==> src/rtl/debug_view_pkg.sv <==
// Shared types and elaboration-time helpers for the LED debug viewer.
// Holds the display-mode encoding plus width/slice-count derivations.
package debug_view_pkg;

  typedef enum logic [1:0] {
    MODE_LIVE   = 2'd0,
    MODE_SCROLL = 2'd1,
    MODE_FREEZE = 2'd2
  } mode_t;

  // Index width that never collapses to zero bits, so selectors stay declarable.
  function automatic int clog2_min1(input int n);
    return (n < 2) ? 1 : $clog2(n);
  endfunction

  function automatic int n_slice_of(input int data_w, input int n_leds);
    return (data_w + n_leds - 1) / n_leds;
  endfunction

endpackage

==> src/rtl/switch_debounce.sv <==
// Two-flop synchroniser plus counting debouncer for one board switch.
// Emits the accepted level and a single-cycle pulse on each accepted press.
module switch_debounce
  import debug_view_pkg::*;
#(
  parameter int DEBOUNCE_CYCLES = 250000
) (
  input  logic i_Clk,
  input  logic i_Rst,
  input  logic i_Raw,
  output logic o_Level,
  output logic o_Press
);

  localparam int CNT_W = clog2_min1(DEBOUNCE_CYCLES);

  logic             sync_1_reg;
  logic             sync_2_reg;
  logic             level_reg;
  logic             press_reg;
  logic [CNT_W-1:0] count_reg;

  always_ff @(posedge i_Clk or posedge i_Rst) begin
    if (i_Rst) begin
      sync_1_reg <= 1'b0;
      sync_2_reg <= 1'b0;
      level_reg  <= 1'b0;
      press_reg  <= 1'b0;
      count_reg  <= '0;
    end else begin
      sync_1_reg <= i_Raw;
      sync_2_reg <= sync_1_reg;
      press_reg  <= 1'b0;
      if (sync_2_reg == level_reg) begin
        count_reg <= '0;
      end else if (count_reg == CNT_W'(DEBOUNCE_CYCLES - 1)) begin
        // Only the rising acceptance is a press; release flips silently.
        level_reg <= ~level_reg;
        press_reg <= ~level_reg;
        count_reg <= '0;
      end else begin
        count_reg <= count_reg + CNT_W'(1);
      end
    end
  end

  assign o_Level = level_reg;
  assign o_Press = press_reg;

endmodule

==> src/rtl/led_debug_view.sv <==
// Board LED viewer over packed CPU debug buses: manual source/slice stepping,
// timed auto-scroll over every slice of every source, and a frozen snapshot.
module led_debug_view
  import debug_view_pkg::*;
#(
  parameter int DATA_W          = 8,
  parameter int N_SRC           = 3,
  parameter int N_LEDS          = 4,
  parameter int DEBOUNCE_CYCLES = 250000,
  parameter int SCROLL_CYCLES   = 25000000
) (
  input  logic                                            i_Clk,
  input  logic                                            i_Rst,
  input  logic [N_SRC*DATA_W-1:0]                         i_Src_Bus,
  input  logic                                            i_Switch_1,
  input  logic                                            i_Switch_2,
  input  logic                                            i_Switch_3,
  input  logic                                            i_Switch_4,
  output logic [N_LEDS-1:0]                               o_LED,
  output logic [clog2_min1(N_SRC)-1:0]                    o_Src_Sel,
  output logic [clog2_min1(n_slice_of(DATA_W, N_LEDS))-1:0] o_Slice_Sel,
  output logic [1:0]                                      o_Mode
);

  localparam int N_SLICE = n_slice_of(DATA_W, N_LEDS);
  localparam int SRC_W   = clog2_min1(N_SRC);
  localparam int SLICE_W = clog2_min1(N_SLICE);
  localparam int TMR_W   = clog2_min1(SCROLL_CYCLES);
  localparam int PAD_W   = (2 ** SLICE_W) * N_LEDS;

  logic [3:0] sw_raw;
  logic [3:0] press;

  assign sw_raw = {i_Switch_4, i_Switch_3, i_Switch_2, i_Switch_1};

  genvar gi;
  generate
    for (gi = 0; gi < 4; gi++) begin : g_sw
      switch_debounce #(
        .DEBOUNCE_CYCLES(DEBOUNCE_CYCLES)
      ) u_debounce (
        .i_Clk  (i_Clk),
        .i_Rst  (i_Rst),
        .i_Raw  (sw_raw[gi]),
        .o_Level(),
        .o_Press(press[gi])
      );
    end
  endgenerate

  mode_t              mode_reg;
  mode_t              ret_mode_reg;
  logic [SRC_W-1:0]   src_reg;
  logic [SLICE_W-1:0] slice_reg;
  logic [TMR_W-1:0]   timer_reg;
  logic [N_LEDS-1:0]  snapshot_reg;
  logic [N_LEDS-1:0]  led_reg;

  // Selector tables are padded to a power of two so any index value is legal;
  // unused entries and bits past DATA_W read as zero.
  logic [DATA_W-1:0] src_words [2**SRC_W];
  logic [PAD_W-1:0]  sel_padded;
  logic [N_LEDS-1:0] slices [2**SLICE_W];
  logic [N_LEDS-1:0] live_slice;

  generate
    for (gi = 0; gi < 2 ** SRC_W; gi++) begin : g_src
      if (gi < N_SRC) begin : g_used
        assign src_words[gi] = i_Src_Bus[gi*DATA_W +: DATA_W];
      end else begin : g_pad
        assign src_words[gi] = '0;
      end
    end
    for (gi = 0; gi < 2 ** SLICE_W; gi++) begin : g_slice
      assign slices[gi] = sel_padded[gi*N_LEDS +: N_LEDS];
    end
  endgenerate

  assign sel_padded = PAD_W'(src_words[src_reg]);
  assign live_slice = slices[slice_reg];

  logic [SRC_W-1:0]   src_inc;
  logic [SLICE_W-1:0] slice_inc;
  logic               slice_last;
  logic               manual;

  assign src_inc    = (src_reg == SRC_W'(N_SRC - 1)) ? '0 : src_reg + SRC_W'(1);
  assign slice_last = (slice_reg == SLICE_W'(N_SLICE - 1));
  assign slice_inc  = slice_last ? '0 : slice_reg + SLICE_W'(1);
  assign manual     = press[0] | press[1] | press[2];

  always_ff @(posedge i_Clk or posedge i_Rst) begin
    if (i_Rst) begin
      mode_reg     <= MODE_LIVE;
      ret_mode_reg <= MODE_LIVE;
      src_reg      <= '0;
      slice_reg    <= '0;
      timer_reg    <= '0;
      snapshot_reg <= '0;
      led_reg      <= '0;
    end else begin
      case (mode_reg)
        MODE_FREEZE: begin
          if (press[3]) begin
            mode_reg  <= ret_mode_reg;
            timer_reg <= '0;
            led_reg   <= live_slice;
          end else begin
            led_reg <= snapshot_reg;
          end
        end
        default: begin
          if (press[3]) begin
            // Capture what the user is looking at; the LEDs simply hold.
            mode_reg     <= MODE_FREEZE;
            ret_mode_reg <= mode_reg;
            snapshot_reg <= led_reg;
          end else begin
            led_reg <= live_slice;
            if (press[2]) begin
              mode_reg <= (mode_reg == MODE_LIVE) ? MODE_SCROLL : MODE_LIVE;
            end
            if (press[0]) begin
              src_reg   <= src_inc;
              slice_reg <= '0;
            end else if (press[1]) begin
              slice_reg <= slice_inc;
            end
            if (manual) begin
              timer_reg <= '0;
            end else if (mode_reg == MODE_SCROLL) begin
              if (timer_reg == TMR_W'(SCROLL_CYCLES - 1)) begin
                timer_reg <= '0;
                slice_reg <= slice_inc;
                if (slice_last) begin
                  src_reg <= src_inc;
                end
              end else begin
                timer_reg <= timer_reg + TMR_W'(1);
              end
            end
          end
        end
      endcase
    end
  end

  assign o_LED       = led_reg;
  assign o_Src_Sel   = src_reg;
  assign o_Slice_Sel = slice_reg;
  assign o_Mode      = mode_reg;

endmodule

==> config.mk <==
export PLATFORM = sky130hd
export DESIGN_NAME = led_debug_view
export DESIGN_NICKNAME = d
export VERILOG_FILES = /design/src/rtl/debug_view_pkg.sv /design/src/rtl/switch_debounce.sv /design/src/rtl/led_debug_view.sv
export SDC_FILE = /design/constraint.sdc
export NUM_CORES = 1
export LEC_CHECK = 0
export ABC_AREA = 1
export CAP_MARGIN = 20
export CORE_UTILIZATION = 64
export DETAILED_ROUTE_END_ITERATION = 6
export DONT_BUFFER_PORTS = 1
export HOLD_SLACK_MARGIN = 0.08
export PLACE_DENSITY = 0.9
export SETUP_SLACK_MARGIN = 0.4
export SKIP_LAST_GASP = 1
export SLEW_MARGIN = 20
export SYNTH_ARGS = -nofsm -noshare
export SYNTH_HDL_FRONTEND = slang
export SYNTH_SLANG_ARGS = --single-unit
==> constraint.sdc <==
create_clock -name i_Clk -period 5.1 [get_ports i_Clk]
set_clock_uncertainty 0.1 [all_clocks]
set_input_delay 0.765 -clock i_Clk [delete_from_list [all_inputs] [get_ports i_Clk]]
set_output_delay 0.765 -clock i_Clk [all_outputs]
set_load 0.005 [all_outputs]
# Yosys cells after proc, flatten, opt, wreduce, memory -nomap -nowiden
# Index checks and enable logic that the tools add are counted.
[op_classes]
n_addsub = 7
order_cmp = 2
n_eq_ne = 14
muxes = 48
n_bitwise = 14
reduce_logical = 11
[ops]
columns = ["cell", "n"]
rows = [
  ["25-bit two-way mux", 6],
  ["18-bit two-way mux", 8],
  ["18-bit by 1-bit adder with 18-bit output, second input constant", 4],
  ["18-bit equality test, second input constant", 4],
  ["25-bit by 1-bit adder with 25-bit output, second input constant", 1],
  ["25-bit equality test, second input constant", 1],
  ["4-bit two-way mux", 6],
  ["2-bit two-way mux", 10],
  ["8-bit binary-select mux with 2-bit select", 1],
  ["8-bit two-way mux", 2],
  ["1-bit two-way mux", 15],
  ["2-bit AND reduction", 7],
  ["1-bit NOT", 10],
  ["1-bit equality test", 4],
  ["2-bit equality test, second input constant", 2],
  ["3-bit >= comparator, second input constant", 1],
  ["2-bit NOT with 3-bit output", 1],
  ["3-bit AND reduction", 1],
  ["3-bit nonzero test", 1],
  ["2-bit by 1-bit adder with 2-bit output, second input constant", 1],
  ["2-bit by 1-bit equality test with 1-bit output, second input constant", 1],
  ["2-bit >= comparator, second input constant", 1],
  ["2-bit zero test", 1],
  ["2-bit by 1-bit inequality test with 1-bit output, second input constant", 1],
  ["5 further kinds", 6],
]
[totals]
ff_bits = 128
inputBits = 30
out_inout_bits = 9
wordCells = 123

# Longest topological paths before layout
# Gate-level depths: netlist (run 1).
[depth]
word_depth = 9
mapped_depth = 11
ltp_nobuf = 11

# Cells and area by module
# Synthesis (run 1) repeated with hierarchy kept, for this count alone.
[hier_totals]
hier_cells = 920
area_unflattened_um2 = 6995.5
[by_module_without_submodules]
columns = ["mod", "n_inst", "cells_per_inst", "area_each_um2", "seq_area_each_um2"]
rows = [
  ["switch_debounce", 4, 136, 1123.6, 550.5],
  ["led_debug_view", 1, 376, 2501.1, 1001.0],
]

# Worst setup path after synthesis (run 1)
# Ideal clock, no wire load.
[synth_timing]
kind = "register to register"
start = "register g_sw[1].u_debounce.count_reg[0]"
end = "register g_sw[1].u_debounce.count_reg[15]"
setup_ns = 0.120
arrival_time_ns = 1.436
required_ns = 4.880
path_slack_ns = 3.445
path_stages_with_launch = 10
n_path_buf = 0
period_less_slack_ns = 1.655
cell_sequence = "dfrtp_1 > ha_1 > nand2_1 > nor2_4 > nand3_1 > nor2_1 > nand2_1 > nand2_2 > inv_1 > and3_1"
[synth_between]
elab_chain_cells = 3
word_cells_on_any_way = 4
cone_classes = "add/sub (1); eq/ne (1); mux (2)"
[synth_lines]
columns = ["element", "line_no", "source"]
rows = [
  ["start: declaration", "switch_debounce.sv:21", "logic [CNT_W-1:0] count_reg;"],
  ["start signal: assignment", "switch_debounce.sv:42", "count_reg <= count_reg + CNT_W'(1);"],
  ["18-bit by 1-bit adder with 18-bit output / 18-bit equality test (equally long branches)", "switch_debounce.sv:42, switch_debounce.sv:36", ""],
  ["18-bit two-way mux (*)", "switch_debounce.sv:36", "end else if (count_reg == CNT_W'(DEBOUNCE_CYCLES - 1)) begin"],
  ["18-bit two-way mux (*)", "switch_debounce.sv:34", "if (sync_2_reg == level_reg) begin"],
]
# Mark *: on every way between the ends. The rest lies on a longest branch, timed or not.
# A chain may end at the register's enable or synchronous reset.

# Worst setup path in the final report (run 1)
[layout_timing]
start = "register mode_reg[0] (netlist: o_Mode[0])"
end = "register timer_reg[20]"
[layout_between]
elab_chain_cells = 3
word_cells_on_any_way = 7
cone_classes = "eq/ne (4); mux (1); reduce/logical (2)"
[layout_lines]
columns = ["element", "line_no", "source"]
rows = [
  ["start: declaration", "led_debug_view.sv:51", "mode_t mode_reg;"],
  ["start signal: assignment", "led_debug_view.sv:105", "mode_reg <= ret_mode_reg;"],
  ["start signal: assignment", "led_debug_view.sv:121", "mode_reg <= (mode_reg == MODE_LIVE) ? MODE_SCROLL : MODE_LIVE;"],
  ["2-bit equality test / 2-bit by 1-bit equality test with 1-bit output (equally long branches)", "led_debug_view.sv:102, led_debug_view.sv:131", ""],
  ["2-bit inequality test (no source line) (tied with other cells)", "n/a", ""],
  ["3-bit AND reduction (no source line)", "n/a", ""],
  ["end signal: assignment", "led_debug_view.sv:139", "timer_reg <= timer_reg + TMR_W'(1);"],
  ["end: declaration", "led_debug_view.sv:55", "logic [TMR_W-1:0] timer_reg;"],
]
# Parallel ways exist; a longest one is shown, timed or not.

==> results.yml, run 1 <==
outcome:
  status: "finished, final reports clean"
synthesis:
  ys_ff_latch: 128
  netlist_instances: 925
  synth_flop_cell: "dfrtp_1"
  yosys.area.top_type_share_pct: 45.9
  netlist_area_um2: 6980
  synth_cell_type_count: 42
  synth_top_area_cell: "dfrtp_1"
  seq_area_frac_synth_pct: 45.9
  synthArstFlopShare_pct: 100
  avgSynthCellArea_um2: 7.55
  synth_edf_count: 0
  yosys_warnings: 0
  synth_area_leaders: "dfrtp_1 46%, nand2_1 11%, nor2_1 9.1%"
  synth_nets: 960
timing:
  setup_tns_ns: 0
  rsz0062_at_grt: "false"
  drv_slew: 0
  period_needed_ns: 2.02
  fmax_mhz: 496
  fin_ws_ns: 3.08
  finalHoldViolations: 0
  period_share_pct: 39.6
  fin_hold_ws_ns: 0.0765
  worstMarginPinSlew_ns: 0.698
  setup_viol: 0
  slew_headroom_pct: 53.5
global_route:
  grt_first_pass_wirelength_mm: 26.8
  grtUsageTotal_pct: 30.8
  grt_pass1_vias: 5807
  grt_max_degree: 72
  antenna_found_initial: 0
  overflow: 0
setup_path:
  end_kind: "flip-flop"
  path_max_fanout: 18
  start_kind: "flip-flop"
  crit_required_ns: 5.43
  crit_type: "reg -> reg"
  cp.arrival_ns: 2.34
pwr:
  p_sw_mw: 0.512
  power.share.switching_pct: 21.5
  power_density_nw_per_um2: 307
  p_comb_share_pct: 2.3
  p_int_mw: 1.86
  clockPowerShare_pct: 53.9
  p_leak_nw: 3.50
  pwr-share-seq_pct: 43.8
  max-vdd-ir-drop_mv: 0.300
clock_tree:
  clk_latency_ns: 0.54
  cts_root_buf: "clkbuf_8"
  cts_tree: "done"
  cts.sinks: 128
  numCtsBuffers: 17
  postCtsSetupRepairBufs: 0
  ctsResizeCount: 0
  postCtsHoldBufs: 0
  clk_pin_slew_worst_paths_ns: 0.06
  clock_tree.buffer_depth: 2
  htree_levels: 4
floorplan:
  die_x_um: 106
  core_um2: 10500
  dieArea_um2: 11300
  ioPinCount: 39
  dieHeight_um: 106
  rows: 37
  start_util_pct: 66.7
routing:
  num_vias: 6114
  detail_route.wl_per_cell_um: 14.6
  ant_nets: 0
  dr_wl_met3_mm: 1.51
  via_per_inst: 5.62
  drtIter0Drc: 562
  top_layer: "met4"
  finalWirelength_mm: 15.9
  drc: 0
  dr.pass1.iters: 7
  met1Wirelength_mm: 6.71
  wl_met2_mm: 7.29
flow_run:
  cap_violations: 0
worst_hold_path:
  hold_path.class: "in -> async"
placement:
  portBuffers: 0
  place_ws_ns: 3.02
  dpl.hpwl_mm: 11.1
  gp_congestion: 0.943
finish:
  largest_reg_flops: 72
  syn_to_final_growth_pct: 10.9
  drive_gt1_share_pct: 7.04
  layout.nets: 974
  antenna_cells: 0
  multi_input_area_um2: 3270
  regArea_um2: 3200
  fillers: 781
[area by class of cell]
cell class	instances	share of cell area [%]
inverters	123	6.04
flip-flops and latches	128	41.4
clock inverters	12	2.33
well taps	136	2.20
multi-input cells	668	42.2
clock buffers	20	5.75
repair buffers	1	0.0970
[layout by cell type, fill, tap and decap left out, types with 2 or more instances in the layout]
cell type	instances
a21oi_1	20
a31o_2	2
a31oi_1	3
and3_1	2
bufinv_16	4
clkbuf_16	16
clkbuf_8	3
clkinv_1	2
clkinv_2	3
clkinv_4	2
clkinvlp_4	2
dfrtp_1	128
ha_1	5
inv_1	116
inv_2	3
inv_6	3
nand2_1	208
nand2_2	7
nand3_1	65
nand3_2	4
nand3b_1	2
nand4_1	33
nor2_1	170
nor2_2	9
nor2_4	2
nor3_1	45
nor3b_1	3
nor4_1	2
o21ai_0	24
o21bai_1	8
xnor2_1	5
xor2_1	36
[per-layer routing]
layer  track usage (%)  up-vias
met5                 0        -
met4              13.2        0
met3              10.5       35
met2              47.6      227
met1              39.4     2854
li1                  -     2998
[final timing paths]
check	from	endpoint	slack, ns	cells past startpoint
worst min register to register	g_sw[2].u_debounce.sync_1_reg	g_sw[2].u_debounce.sync_2_reg	0.25	0
worst max register to register	o_Mode[0]	timer_reg[20]	3.08	8
max in group asynchronous	i_Rst	g_sw[0].u_debounce.count_reg[12]	3.67	2
min in group i_Clk	i_Switch_2	g_sw[1].u_debounce.sync_1_reg	0.15	0
worst min-delay path	i_Rst	g_sw[1].u_debounce.count_reg[0]	0.08	1
worst max-delay path	o_Mode[0]	timer_reg[20]	3.08	8
[power by group through the flow]
| stage | logic (mW) | registers [mW] | clock network (mW) |
|---|---|---|---|
| floorplan | 0.0426 | 1.06 | 0 |
| global placement | 0.0548 | 1.06 | 0 |
| detailed placement | 0.0562 | 1.06 | 0 |
| CTS | 0.0571 | 1.04 | 1.30 |
| global route | 0.0653 | 1.04 | 1.34 |
| finish | 0.0552 | 1.04 | 1.28 |
[worst max-delay path, cell delays in order (launching register included)]
cell and delay (ns):
dfrtp_1 0.44, inv_2 0.12, nand2_2 0.07, nand2_2 0.13
nand2_2 0.09, a21oi_4 0.38, nand2_2 0.32, o21ai_0 0.17
nor2_1 0.06
[cells by family (layout without fill, tap and decap cells)]
group           after synthesis  after routing  share of synthesized area (%)
compound gates               65             65                           5.52
xor+xnor                     41             41                           5.14
fa+ha+maj                     5              5                          0.896
buf+inv                     129            156                           7.31
flops                       128            128                           45.9
simple gates                557            557                           35.3
[cell usage after synthesis, types with 8 or more instances]
master,n
inv_1,117
nand2_1,208
nor2_1,170
xor2_1,36
nand4_1,33
a21oi_1,20
nor3_1,45
nand3_1,65
dfrtp_1,128
o21ai_0,24
o21bai_1,8
nor2_2,9
[per-stage QoR]
step	instances	area, um2	util (%)	power [mW]
2_1_floorplan	925	6980	-	1.10
3_3_place_gp	1056	7120	68.0	1.11
3_5_place_dp	1056	7120	68.0	1.12
4_1_cts	1088	7740	74.0	2.40
5_1_grt	1088	7740	74.0	2.45
6_report	1088	7740	74.0	2.38
(Power assumes the default switching activity.)
==> inputs of run 2 (changes only) <==
==> constraint.sdc (replaced) <==
create_clock -name i_Clk -period 2.01 [get_ports i_Clk]
set_clock_uncertainty 0.1 [all_clocks]
set_input_delay 0.3015 -clock i_Clk [delete_from_list [all_inputs] [get_ports i_Clk]]
set_output_delay 0.3015 -clock i_Clk [all_outputs]
set_load 0.005 [all_outputs]
==> run 2 against run 1 <==
Against the previous run: the run now ends with design-rule violations, negative setup slack left; sequential power grew to 2.5 times the previous value; first-iteration DRC count grew to 2.6 times the previous value; clock power grew to 2.5 times the previous value; register-to-register slack lost 3.1 ns; critical path depth shrank 1; flip-flop and latch count is the same; combinational power grew to 5.4 times the previous value; global-route usage grew 8.9 points; critical endpoint is now timer_reg[8]; power grew to 2.6 times the previous value; sequential share of layout area shrank 7.7 points; core utilization grew 17 points; cell count grew 10%.
==> results.yml, run 2 (same netlist as run 1, synthesis figures left out) <==
routing:
  dr.pass1.iters: 7
  num_vias: 8259
  detail_route.wl_per_cell_um: 24.2
  drtIter0Drc: 1489
  drc: 2
  finalWirelength_mm: 29.1
  ant_nets: 0
  via_per_inst: 6.88
pwr:
  max-vdd-ir-drop_mv: 0.820
  p_leak_nw: 4.28
  power_density_nw_per_um2: 641
setup_path:
  reg2reg_depth: 7
  crit_required_ns: 2.35
  path_max_fanout: 5
  crit_family: "simple AND/OR/NAND/NOR gates"
  end_kind: "flip-flop"
  r2r-start: "timer_reg[11]"
  path_buf_inv: 1
  crit_type: "reg -> reg"
  critPathSlowestCell: "dfrtp_1"
  cp.arrival_ns: 2.39
  worst_path_largest_cell_delay_ns: 0.48
  crit_top_cell: "nor2_1"
  path_cells: "inv_1 > nor2_1 > nand3_1 > nor2_4 > nand2_4 > a21oi_4 > nor2_1"
  regToRegSetupSlack_ns: -0.05
  start_kind: "flip-flop"
  r2r_end: "timer_reg[8]"
finish:
  mostFrequentLayoutCells: "175 x nand2_1, 129 x nor2_1, 113 x dfrtp_1, 100 x inv_1, 69 x buf_4"
  largest_reg_flops: 72
  layout.nets: 1088
  syn_to_final_growth_pct: 37.1
  mostFrequentLayoutCell: "nand2_1"
  drive_gt1_share_pct: 29.5
  antenna_cells: 0
  finalNonFillerCells: 1200
global_route:
  use_met1_pct: 45.7
  grt_max_degree: 129
  grtUsageTotal_pct: 39.7
  met2_usage_pct: 65.5
  grt_first_pass_wirelength_mm: 34.2
  grt_busiest_layer: "met2"
  gr-usage-met3_pct: 13.8
  grt_pass1_vias: 7112
  overflow: 0
  antenna_found_initial: 0
outcome:
  violations: "design-rule violations, negative setup slack"
  status: "complete, but fails checks"
floorplan:
  core_um2: 10500
  dieHeight_um: 106
  rows: 37
  ioPinCount: 39
  die_x_um: 106
  start_util_pct: 66.7
  dieArea_um2: 11300
clock_tree:
  clock_tree.buffer_depth: 2
  cts.sinks: 128
  clk_pin_slew_worst_paths_ns: 0.07
  htree_levels: 4
  numCtsBuffers: 17
  cts_tree: "done"
  clk_latency_ns: 0.57
  cts_root_buf: "clkbuf_8"
placement:
  dpl.hpwl_mm: 11.7
  place_ws_ns: 0.156
  gp_congestion: 0.943
  place_inst: 1070
  portBuffers: 0
worst_hold_path:
  hold_path.class: "in -> reg"
  hold_depth: 6
  min_from: "i_Src_Bus[0]"
  hold_end: "o_LED[0]"
timing:
  period_needed_ns: 2.06
  worstMarginPinSlew_ns: 0.691
  slew_headroom_pct: 54.0
  rsz0062_at_grt: "true"
  setup_viol: 3
  fin_ws_ns: -0.0467
  fmax_mhz: 486
  drv_slew: 0
  period_share_pct: 102
  finalHoldViolations: 0
  fin_hold_ws_ns: 0.117
flow_run:
  cap_violations: 0
## run 2: changes by cell type in the layout (fill, tap and decap cells not counted), sizes merged
cell / delta
inv: -5
bufinv: -1
dlygate4sd3: +25
clkbuf: +4
nand2: +2
buf: +87
## run 2: metrics by stage
stage	util, %	setup TNS, ns	power [mW]	cell area (um2)
6_report	91.5	-0.108	6.14	9570
5_1_grt	91.5	-6.08	6.26	9570
4_1_cts	83.2	0	5.97	8710
3_5_place_dp	69.4	0	2.84	7260
3_3_place_gp	69.4	0	2.84	7260
2_1_floorplan	-	0	2.79	7010
## run 2: tightest hold or removal path: cells and delay by family
kind / cells / cell delay, ns
AO/OA/AOI/OAI: 1 / 0.07
buffers and inverters: 1 / 0.05
AND/OR/NAND/NOR: 4 / 0.33
## run 2: worst max-delay path by stage
stage,endpoint,start,depth (start not counted),slack (ns)
after floorplan,g_sw[0].u_debounce.count_reg[0],i_Rst,1,0.03
after global placement,timer_reg[7],o_Mode[0],10,0.23
after detailed placement,g_sw[2].u_debounce.count_reg[3],g_sw[2].u_debounce.count_reg[0],6,0.16
after CTS,timer_reg[7],o_Mode[0],11,0.29
after global routing,timer_reg[6],o_Mode[0],11,-0.49
final,timer_reg[8],timer_reg[11],7,-0.05
## run 2: final cells by class
| cell class | count | area (um2) |
|---|---|---|
| Tap cell | 136 | 170 |
| Fill cell | 370 | 890 |
| Inverter | 123 | 494 |
| Clock buffer | 24 | 480 |
| Clock inverter | 6 | 105 |
| Multi-Input combinational cell | 670 | 4090 |
| Timing Repair Buffer | 113 | 1010 |
| Sequential cell | 128 | 3220 |
## run 2: per-layer routing
| metal | wire (um) | up-vias |
|---|---|---|
| li1 | - | 3229 |
| met1 | 8840 | 3802 |
| met2 | 12900 | 852 |
| met3 | 4100 | 372 |
| met4 | 3190 | 4 |
| met5 | 58 | - |
## run 2: report_power, final
part           total (mW)  internal, mW  switching [mW]
logic               0.298         0.120           0.178
clock network        3.20          2.00            1.19
registers            2.65          2.61          0.0356
## run 2: repair_timing
item,4_1_cts,5_1_grt
cloned,2,0
setup buffers,33,40
endpoints found under the hold margin,136,0
gates resized for setup,86,173
pin swaps,27,63
setup endpoints to repair,76,90
hold buffers,25,0
==> inputs of run 3 (changes only) <==
--- a/config.mk
+++ b/config.mk
@@ -5,7 +5,6 @@
 export SDC_FILE = /design/constraint.sdc
 export NUM_CORES = 1
 export LEC_CHECK = 0
-export ABC_AREA = 1
 export CAP_MARGIN = 20
 export CORE_UTILIZATION = 64
 export DETAILED_ROUTE_END_ITERATION = 6
==> run 3 against run 2 <==
Against the previous run: the run now fails in 5_1_grt; synthesized area shrank 8.2%; synthesized cell count shrank 29%.
==> results.yml, run 3 <==
synthesis:
  netlist_area_um2: 6410
  synth_edf_count: 0
  synth_top_area_cell: "dfrtp_1"
  synthArstFlopShare_pct: 100
  ys_ff_latch: 128
  yosys.area.top_type_share_pct: 50.0
  synth_flop_cell: "dfrtp_1"
  synth_area_leaders: "dfrtp_1 50%, nor2_1 4.9%, xnor2_1 4.5%"
  synth_cell_type_count: 56
  synth_nets: 692
  avgSynthCellArea_um2: 9.76
  synth_common_cells: "128 x dfrtp_1, 84 x nor2_1, 64 x nand2_1"
  seq_area_frac_synth_pct: 50.0
  yosys_warnings: 0
  synth.most_common_cell: "dfrtp_1"
  netlist_instances: 657
placement:
  dpl.hpwl_mm: 9.64
  gp_congestion: 0.886
  portBuffers: 0
  place_inst: 814
timing:
  crit_endpoint: "g_sw[2].u_debounce.count_reg[16]$_DFF_PP0_/D"
  worst_endpoint_kind: "register data pin"
floorplan:
  ioPinCount: 39
  dieHeight_um: 102
  start_util_pct: 65.9
  die_x_um: 102
  rows: 36
outcome:
  lastStage: "5_1_grt"
  stop_error: "[ERROR DPL-0038] Utilization greater than 100%, impossible to legalize"
  status: "aborted with a tool error"
clock_tree:
  cts_root_buf: "clkbuf_8"
  htree_levels: 4
  clock_tree.buffer_depth: 2
  numCtsBuffers: 17
  cts.sinks: 128
global_route:
  grt_max_degree: 129
## run 3: cells by family after synthesis
| family | count (synthesis) | synth area share (%) |
|---|---|---|
| simple gates | 311 | 24.6 |
| mux | 20 | 3.49 |
| compound gates | 91 | 9.58 |
| buf+inv | 41 | 3.02 |
| xor+xnor | 61 | 8.33 |
| flops | 128 | 50.0 |
| fa+ha+maj | 5 | 0.976 |
## run 3: metrics by stage
step	area (um2)	util (%)	worst slack [ns]
after CTS	8790	90.3	0.0260
after detailed placement	7050	72.4	-0.0500
after global placement	7050	72.4	0.0677
after floorplan	6700	-	0.0273
## run 3: repair_timing
item	in CTS
gates resized for setup	132
setup buffers	48
pin swaps	56
endpoints found under the setup margin	116
hold buffers	9
cloned	12
hold endpoints to repair	136
==> inputs of run 4 (changes only) <==
--- a/config.mk
+++ b/config.mk
@@ -6,12 +6,10 @@
 export NUM_CORES = 1
 export LEC_CHECK = 0
 export CAP_MARGIN = 20
-export CORE_UTILIZATION = 64
+export CORE_UTILIZATION = 40
 export DETAILED_ROUTE_END_ITERATION = 6
 export DONT_BUFFER_PORTS = 1
-export HOLD_SLACK_MARGIN = 0.08
-export PLACE_DENSITY = 0.9
-export SETUP_SLACK_MARGIN = 0.4
+export PLACE_DENSITY_LB_ADDON = 0.15
 export SKIP_LAST_GASP = 1
 export SLEW_MARGIN = 20
 export SYNTH_ARGS = -nofsm -noshare
==> run 4 against run 3 <==
Against the previous run: the flow now finishes without violations; synthesized cell count unchanged; synthesized area unchanged.
==> results.yml, run 4 <==
clock_tree:
  clk_latency_ns: 0.42
  htree_levels: 4
  cts_root_buf: "clkbuf_16"
  clock_tree.buffer_depth: 2
  cts.sinks: 128
  numCtsBuffers: 17
  clk_pin_slew_worst_paths_ns: 0.05
  cts_tree: "done"
routing:
  dr.pass1.iters: 4
  drtIter0Drc: 232
  via_per_inst: 5.33
  top_layer: "met4"
  drc: 0
  met1Wirelength_mm: 6.55
  detail_route.wl_per_cell_um: 14.3
  num_vias: 5118
  dr_wl_met3_um: 537
  wl_met2_mm: 6.48
  ant_nets: 0
  finalWirelength_mm: 13.7
global_route:
  antenna_found_initial: 0
  overflow: 0
  grt_max_degree: 38
  grt_first_pass_wirelength_mm: 23.4
  grt_pass1_vias: 5050
  grtUsageTotal_pct: 18.0
finish:
  syn_to_final_growth_pct: 26.4
  drive_gt1_share_pct: 23.5
  antenna_cells: 0
  mostFrequentLayoutCells: "122 x dfrtp_1, 83 x nor2_1, 70 x buf_4, 63 x nand2_1, 37 x nand3_1"
  layout.nets: 773
  mostFrequentLayoutCell: "dfrtp_1"
  largest_reg_flops: 72
synthesis:
  synth_nets: 692
  synth_edf_count: 0
  seq_area_frac_synth_pct: 50.0
  yosys_warnings: 0
  synth_top_area_cell: "dfrtp_1"
  yosys.area.top_type_share_pct: 50.0
  synthArstFlopShare_pct: 100
  synth_cell_type_count: 56
  synth_flop_cell: "dfrtp_1"
  netlist_area_um2: 6410
  synth_area_leaders: "dfrtp_1 50%, nor2_1 4.9%, xnor2_1 4.5%"
  ys_ff_latch: 128
  synth_common_cells: "128 x dfrtp_1, 84 x nor2_1, 64 x nand2_1"
  synth.most_common_cell: "dfrtp_1"
  netlist_instances: 657
  avgSynthCellArea_um2: 9.76
timing:
  drv_slew: 0
  fin_ws_ns: 0.0662
  period_needed_ns: 1.94
  setup_tns_ns: 0
  worstMarginPinSlew_ns: 0.670
  rsz0062_at_grt: "true"
  fmax_mhz: 514
  setup_viol: 0
  finalHoldViolations: 0
  period_share_pct: 96.7
  slew_headroom_pct: 55.2
pwr:
  max-vdd-ir-drop_mv: 0.602
  p_leak_nw: 3.50
  power_density_nw_per_um2: 739
floorplan:
  start_util_pct: 41.6
  rows: 45
  die_x_um: 129
  dieArea_um2: 16500
  core_um2: 15400
  ioPinCount: 39
  dieHeight_um: 129
worst_hold_path:
  hold_path.class: "in -> reg"
outcome:
  status: "finished, final reports clean"
setup_path:
  end_kind: "flip-flop"
  crit_type: "reg -> reg"
  start_kind: "flip-flop"
  path_cells: "nor4_4 > o32ai_4 > o2111ai_4 > or4_1 > a21oi_1"
  cp.arrival_ns: 2.19
  critPathSlowestCell: "or4_1"
  crit_required_ns: 2.25
  worst_path_largest_cell_delay_ns: 0.54
  path_max_fanout: 7
placement:
  place_ws_ns: -0.0315
  portBuffers: 0
  gp_congestion: 0.793
  dpl.hpwl_mm: 9.47
flow_run:
  cap_violations: 0
-- run 4: worst paths after layout --
path | from | end | slack [ns] | depth (start not counted)
max | g_sw[1].u_debounce.o_Press | timer_reg[23] | 0.07 | 5
min | i_Src_Bus[23] | o_LED[3] | 0.09 | 4
max reg2reg | g_sw[1].u_debounce.o_Press | timer_reg[23] | 0.07 | 5
min reg2reg | g_sw[3].u_debounce.sync_1_reg | g_sw[3].u_debounce.sync_2_reg | 0.25 | 0
max in group asynchronous | i_Rst | timer_reg[9] | 0.83 | 3
min in group asynchronous | i_Rst | g_sw[2].u_debounce.count_reg[3] | 0.37 | 2
-- run 4: final cells by class --
type / instances / area [um2]
Tap cell: 211 / 264
Inverter: 18 / 71.3
Clock inverter: 10 / 134
Clock buffer: 21 / 480
Fill cell: 1386 / 7320
Timing Repair Buffer: 85 / 741
Multi-Input combinational cell: 488 / 3200
Sequential cell: 128 / 3210
-- run 4: critical path, delay by kind of cell (launching register included) --
family / cells / cell delay, ns
AND/OR/NAND/NOR: 2 / 0.61
flip-flops: 1 / 0.42
AO/OA/AOI/OAI: 3 / 0.74
-- run 4: per-layer routing --
layer / GRT usage (%) / up-vias
met5: 0 / -
met4: 5.95 / 0
met3: 5.11 / 13
met2: 29.5 / 88
met1: 22.9 / 2492
li1: - / 2525
-- run 4: per-stage QoR --
step	util [%]	area (um2)	hold WS [ns]	power [mW]	std cells
2_1_floorplan	-	6420	0.231	2.78	657
3_3_place_gp	46.4	7160	0.202	2.84	916
3_5_place_dp	46.4	7160	0.205	2.85	916
4_1_cts	50.8	7840	0.0784	6.07	952
5_1_grt	52.5	8110	0.100	6.22	961
6_report	52.5	8110	0.0908	5.99	961
-- run 4: timing repair --
item / 4_1_cts / 5_1_grt
endpoints found under the setup margin: 8 / 48
hold endpoints to repair: 28 / 0
pin swaps: 0 / 18
resized for setup: 3 / 43
buffers inserted: 0 / 9
hold buffers: 5 / 0
-- run 4: where the power goes --
group          switching, mW  leakage (nW)  total, mW  internal, mW
Combinational          0.103          1.46      0.167        0.0643
Sequential            0.0267          1.74       2.64          2.61
Clock                   1.12         0.301       3.18          2.07
-- run 4: cells by family after synthesis --
group | count (synthesis) | share of synthesized area [%]
DFF | 128 | 50.0
buffers and inverters | 41 | 3.02
adders and majority gates | 5 | 0.976
xor gates and xnor gates | 61 | 8.33
AOI/OAI and AO/OA | 91 | 9.58
muxes | 20 | 3.49
and+or+nand+nor | 311 | 24.6
